### src/rtl/sort_result_streamer.sv
// sort_result_streamer
//   Sits behind the parallel sorter. When the sorter's done flag rises, the
//   N-element sorted array is captured and streamed out one element per
//   valid/ready handshake, index 0 first, with m_last marking element N-1.
//   While streaming it also checks the sorter's work: a descent between
//   consecutive elements sets order_err, and a done edge that arrives while
//   a frame is still being held or streamed is dropped and sets overrun.
//
// Handshake: m_valid/m_data/m_index/m_last are presented together and hold
//   stable until a cycle in which m_valid & m_ready are both high; that
//   cycle is the transfer. m_valid never drops without a transfer.
//
// Ports
//   clk, rst_n     rising-edge clock, asynchronous active-low reset
//   done_in        sorter done flag (rising edge starts a capture)
//   data_in        N x WIDTH array, element i at data_in[i*WIDTH +: WIDTH]
//   m_valid/m_ready/m_data/m_index/m_last   output stream
//   busy           a frame is held or streaming
//   order_err      sticky, frame was not non-decreasing
//   overrun        sticky, a frame was dropped while busy
//   clr_err        synchronous clear of order_err and overrun
//   frame_count    frames fully streamed, wraps
//   state_dbg      current FSM state (0 = IDLE, 1 = STREAM)
module sort_result_streamer #(
  parameter int N     = 6,
  parameter int WIDTH = 8,
  parameter int CNT_W = 16
) (
  input  logic                   clk,
  input  logic                   rst_n,
  input  logic                   done_in,
  input  logic [WIDTH*N-1:0]     data_in,
  output logic                   m_valid,
  input  logic                   m_ready,
  output logic [WIDTH-1:0]       m_data,
  output logic [$clog2(N)-1:0]   m_index,
  output logic                   m_last,
  output logic                   busy,
  output logic                   order_err,
  output logic                   overrun,
  input  logic                   clr_err,
  output logic [CNT_W-1:0]       frame_count,
  output logic                   state_dbg
);

  localparam int IDX_W = $clog2(N);
  localparam logic [IDX_W-1:0] LAST_IDX = IDX_W'(N - 1);

  typedef enum logic {IDLE = 1'b0, STREAM = 1'b1} state_t;

  state_t           state_q, state_n;
  logic [IDX_W-1:0] idx_q, idx_n;
  logic [WIDTH-1:0] buf_q [N];
  logic [WIDTH-1:0] buf_n [N];
  logic             done_d;
  logic [CNT_W-1:0] cnt_n;
  logic             order_n, ovr_n;
  logic             done_rise, accept, capture, set_ord, set_ovr;

  assign state_dbg = state_q;

  always_comb begin
    done_rise = done_in & ~done_d;
    accept    = m_valid & m_ready;
    state_n   = state_q;
    idx_n     = idx_q;
    buf_n     = buf_q;
    cnt_n     = frame_count;
    capture   = 1'b0;
    set_ord   = 1'b0;
    set_ovr   = 1'b0;

    case (state_q)
      IDLE: begin
        if (done_rise) capture = 1'b1;
      end
      STREAM: begin
        if (accept) begin
          if ((idx_q != '0) && (buf_q[idx_q] < buf_q[idx_q - 1'b1]))
            set_ord = 1'b1;
          if (idx_q == LAST_IDX) begin
            cnt_n = frame_count + 1'b1;
            // A done edge on the final transfer starts the next frame with
            // no bubble; it is not an overrun.
            if (done_rise) capture = 1'b1;
            else           state_n = IDLE;
          end else begin
            idx_n = idx_q + 1'b1;
            if (done_rise) set_ovr = 1'b1;
          end
        end else if (done_rise) begin
          set_ovr = 1'b1;
        end
      end
      default: state_n = IDLE;
    endcase

    if (capture) begin
      for (int i = 0; i < N; i++) buf_n[i] = data_in[i*WIDTH +: WIDTH];
      idx_n   = '0;
      state_n = STREAM;
    end

    // Set has priority over a coincident clear.
    order_n = set_ord | (order_err & ~clr_err);
    ovr_n   = set_ovr | (overrun & ~clr_err);
  end

  always_ff @(posedge clk or negedge rst_n) begin
    if (!rst_n) begin
      state_q     <= IDLE;
      idx_q       <= '0;
      for (int i = 0; i < N; i++) buf_q[i] <= '0;
      done_d      <= 1'b0;
      frame_count <= '0;
      order_err   <= 1'b0;
      overrun     <= 1'b0;
      m_valid     <= 1'b0;
      busy        <= 1'b0;
      m_data      <= '0;
      m_index     <= '0;
      m_last      <= 1'b0;
    end else begin
      state_q     <= state_n;
      idx_q       <= idx_n;
      buf_q       <= buf_n;
      done_d      <= done_in;
      frame_count <= cnt_n;
      order_err   <= order_n;
      overrun     <= ovr_n;
      // Stream outputs are registered from the next-state view so they line
      // up with state_q/idx_q in the same cycle.
      m_valid     <= (state_n == STREAM);
      busy        <= (state_n == STREAM);
      m_data      <= (state_n == STREAM) ? buf_n[idx_n] : '0;
      m_index     <= (state_n == STREAM) ? idx_n : '0;
      m_last      <= (state_n == STREAM) && (idx_n == LAST_IDX);
    end
  end

endmodule

### config.mk
export PLATFORM = sky130hd
export DESIGN_NAME = sort_result_streamer
export DESIGN_NICKNAME = d
export VERILOG_FILES = /design/src/rtl/sort_result_streamer.sv
export SDC_FILE = /design/constraint.sdc
export NUM_CORES = 1
export LEC_CHECK = 0
export CORE_MARGIN = 2
export CORE_UTILIZATION = 57
export CTS_CLUSTER_SIZE = 40
export DETAILED_ROUTE_END_ITERATION = 10
export HOLD_SLACK_MARGIN = 0.06
export PLACE_DENSITY = 0.86
export SKIP_CTS_REPAIR_TIMING = 1
export SYNTH_ARGS = -nofsm -noshare
export SYNTH_HDL_FRONTEND = slang
export SYNTH_SLANG_ARGS = --single-unit
export TNS_END_PERCENT = 100
### constraint.sdc
create_clock -name clk -period 5.3 [get_ports clk]
set_input_delay 1.06 -clock clk [delete_from_list [all_inputs] [get_ports clk]]
set_output_delay 1.06 -clock clk [all_outputs]
set_load 0.02 [all_outputs]
==> metrics.cfg <==
[setup_path]
crit_end_element = flip-flop
cp_max_fo = 21
critical_path_required_ns = 5.59
reg2reg_depth = 9
setup.worst_path.class = reg2reg
arrival_ns = 4.01
worstSetupStartpointType = flip-flop

[routing]
route.detailed.drc = 0
final_ant_viol_nets = 0
routedWlPerCell_um = 18.0
wl_mm = 11.7
dr.pass1.iters = 6
dr.first_iter.drc_count = 436
route.vias.total = 3996
via_per_inst = 6.14

[synthesis]
synthSimpleGateAreaFrac = 0.179
syn-mean-instance-area_sq_um = 10.1
largest_cells_by_area_after_synthesis = sky130_fd_sc_hd__dfrtp_1 (44%), sky130_fd_sc_hd__nand2_1 (9.3%), sky130_fd_sc_hd__mux4_2 (7.6%)
synth_compound_gate_area_share = 0.131
post_synth_inst_count = 468
synthMuxAreaShare = 0.147
netlist.area_leader.share = 0.439
yosys_warnings = 0
synth_fa_ha_area_frac = 0.0317
synth.net_count = 533
synth_top_area_cell = sky130_fd_sc_hd__dfrtp_1
synth_top_family_by_area = simple AND/OR/NAND/NOR gates
synth-xor-area-share = 0.0296
number_of_register_bits_inferred_by_synthesis = 83
synthFlopType = sky130_fd_sc_hd__dfrtp_1
ys_async_sr_fraction = 1.00
synth_sequential_area_ratio = 0.439
syn-cell-area_sq_um = 4730
synth_edf_count = 0
synth.distinct_cells = 55

[clocking]
max-clock-path-buffers = 2
clock_sinks = 83
cts-root-buf = sky130_fd_sc_hd__clkbuf_8
clock_pin_slew_on_the_worst_setup_and_hold_paths_ns = 0.08
clock_latency_ns = 0.36
cts-htree-levels = 3
cts_tree = done
cts_made_buffers = 9

[floorplan]
design.portCount = 86
row_count = 33
die_width_um = 95.1
start_util = 0.582
floorplan.die.height_um = 95.1
placeableCoreArea_sq_um = 8130
floorplan.die_area_sq_um = 9050

[grt]
met2_usage = 0.434
wire_length_of_the_first_global_routing_pass_mm = 19.4
busiest_layer = met2
number_of_antenna_violations_at_the_first_check_in_global_routing = 0
global_route_usage_over_all_layers = 0.281
met1_usage = 0.389
largest_net_degree_at_the_start_of_global_routing = 84
global_route.overflow_total = 0
number_of_global_route_vias_before_repair = 3962
grtUsageMet3 = 0.0458

[hold_path]
worstHoldPathCells = 1
hold_class = reg2reg

[place]
number_of_buffers_added_on_ports = 85
dpl_cell_area_sq_um = 5590
place_congestion = 0.883
dpl_worst_slack_ns = 1.59
dp_hpwl_mm = 8.11

[status]
result_of_the_run = finished clean

[power_and_ir_drop]
clockPowerShare = 0.124
sw_ratio = 0.431
power.sequential.fraction = 0.324
vdd_ir_drop_max_uv = 332
share_comb_of_total_power = 0.552
p_leak_nw = 2.58
total_internal_power_mw = 2.08
power.net_switching_mw = 1.57
power.density_cell_area_nw_per_um2 = 631

[finish]
mostFrequentLayoutCells = sky130_fd_sc_hd__nand2_1 (117), sky130_fd_sc_hd__clkdlybuf4s50_1 (84), sky130_fd_sc_hd__dfrtp_1 (82)
n_antenna_cell = 0
area_growth_syn_to_layout_pct = 22.3
finish.instance_area_sq_um = 5790
layout.nets = 606
drive_gt1_frac = 0.117
layout_commonest_cell = sky130_fd_sc_hd__nand2_1

[timing]
grt_setup_unrepaired = false
final.hold.worst_slack_ns = 0.482
fin_crit_ns = 3.71
max_slew.worst_pin.slew_ns = 1.15
max_freq_mhz = 269
setup_tns_ns = 0
fin_skew_ns = 0.00911
worst_slack_ns = 1.59
report.final.setup_viol = 0
finalMaxSlewViolations = 0
timing.max_slew.rel_slack = 0.233
hold_viol_final = 0
post-route-period-util = 0.700

[run]
maxCapViolCount = 0

[layer usage]
metal	wire length, um	vias to the layer above
met5	0	-
met4	389	0
met2	5480	252
met3	1260	47
met1	4610	1895
li1	-	1802
[per-stage QoR]
stage                      util  total power, mW  std cells
final                     0.712             3.65        651
after detailed placement  0.688             3.16        635
after CTS                 0.712             3.62        651
after floorplan               -             2.58        468
after global placement    0.688             3.07        635
after global routing      0.712             3.91        651
[flip-flops by register name, indices dropped and copies added (netlist names)]
signal / count
buf_q: 48
frame_count: 16
m_data: 8
idx_q: 3
m_index: 3
done_d: 1
m_last: 1
order_err: 1
overrun: 1
state_dbg: 1
[worst max-delay path: stages, from the launching register on]
cell                        delay (ns)
sky130_fd_sc_hd__dfrtp_1          0.81
sky130_fd_sc_hd__inv_1            0.23
sky130_fd_sc_hd__ha_1             0.86
sky130_fd_sc_hd__mux4_2           0.40
sky130_fd_sc_hd__a22oi_1          0.21
sky130_fd_sc_hd__ha_1             0.30
sky130_fd_sc_hd__a2111oi_0        0.35
sky130_fd_sc_hd__o21ai_0          0.16
sky130_fd_sc_hd__a21oi_1          0.17
sky130_fd_sc_hd__a22o_1           0.16
[kinds of logic (layout without fill, tap and decap cells)]
family	after synthesis	after routing
AOI/OAI and AO/OA	78	78
xor gates and xnor gates	16	16
adders and majority gates	12	12
buffers and inverters	40	118
DFF	83	83
muxes	47	47
and+or+nand+nor	192	192
[cell usage after synthesis (3+ instances only)]
cell / n
sky130_fd_sc_hd__a2111oi_0: 7
sky130_fd_sc_hd__a21oi_1: 5
sky130_fd_sc_hd__a21oi_4: 3
sky130_fd_sc_hd__a22oi_1: 14
sky130_fd_sc_hd__and3_1: 9
sky130_fd_sc_hd__buf_2: 9
sky130_fd_sc_hd__buf_4: 8
sky130_fd_sc_hd__clkbuf_1: 9
sky130_fd_sc_hd__dfrtp_1: 83
sky130_fd_sc_hd__ha_1: 12
sky130_fd_sc_hd__inv_1: 12
sky130_fd_sc_hd__mux2_1: 3
sky130_fd_sc_hd__mux2_2: 10
sky130_fd_sc_hd__mux2i_1: 16
sky130_fd_sc_hd__mux4_2: 16
sky130_fd_sc_hd__nand2_1: 117
sky130_fd_sc_hd__nand2b_1: 8
sky130_fd_sc_hd__nand3_1: 10
sky130_fd_sc_hd__nand4_1: 5
sky130_fd_sc_hd__nor2_1: 27
sky130_fd_sc_hd__nor3_1: 5
sky130_fd_sc_hd__o21ai_0: 9
sky130_fd_sc_hd__o21ai_1: 8
sky130_fd_sc_hd__o22ai_1: 7
sky130_fd_sc_hd__o32ai_1: 6
sky130_fd_sc_hd__xnor2_1: 11
sky130_fd_sc_hd__xor2_1: 5
[area by class of cell]
class	count	area (sq um)
flip-flops and latches	83	2080
multi-input cells	345	2460
repair buffers	89	878
clock buffers	12	145
clock inverters	4	50.0
fillers	594	2350
well taps	105	131
inverters	13	48.8
[power by group through the flow]
stage               registers, mW  logic, mW  clock network [mW]
floorplan                    1.12       1.46                   0
global placement             1.17       1.90                   0
global route                 1.22       2.20               0.488
CTS                          1.17       1.99               0.455
finish                       1.18       2.01               0.453
detailed placement           1.18       1.98                   0
[final timing paths]
kind | start | to | slack (ns)
max | idx_q[1] | order_err | 1.59
min | frame_count[15] | frame_count[15] | 0.48
max reg2reg | idx_q[1] | order_err | 1.59
min reg2reg | frame_count[15] | frame_count[15] | 0.48
max in group asynchronous | rst_n | idx_q[0] | 3.70
min in group asynchronous | rst_n | buf_q[42] | 0.86
(Power assumes the default switching activity.)
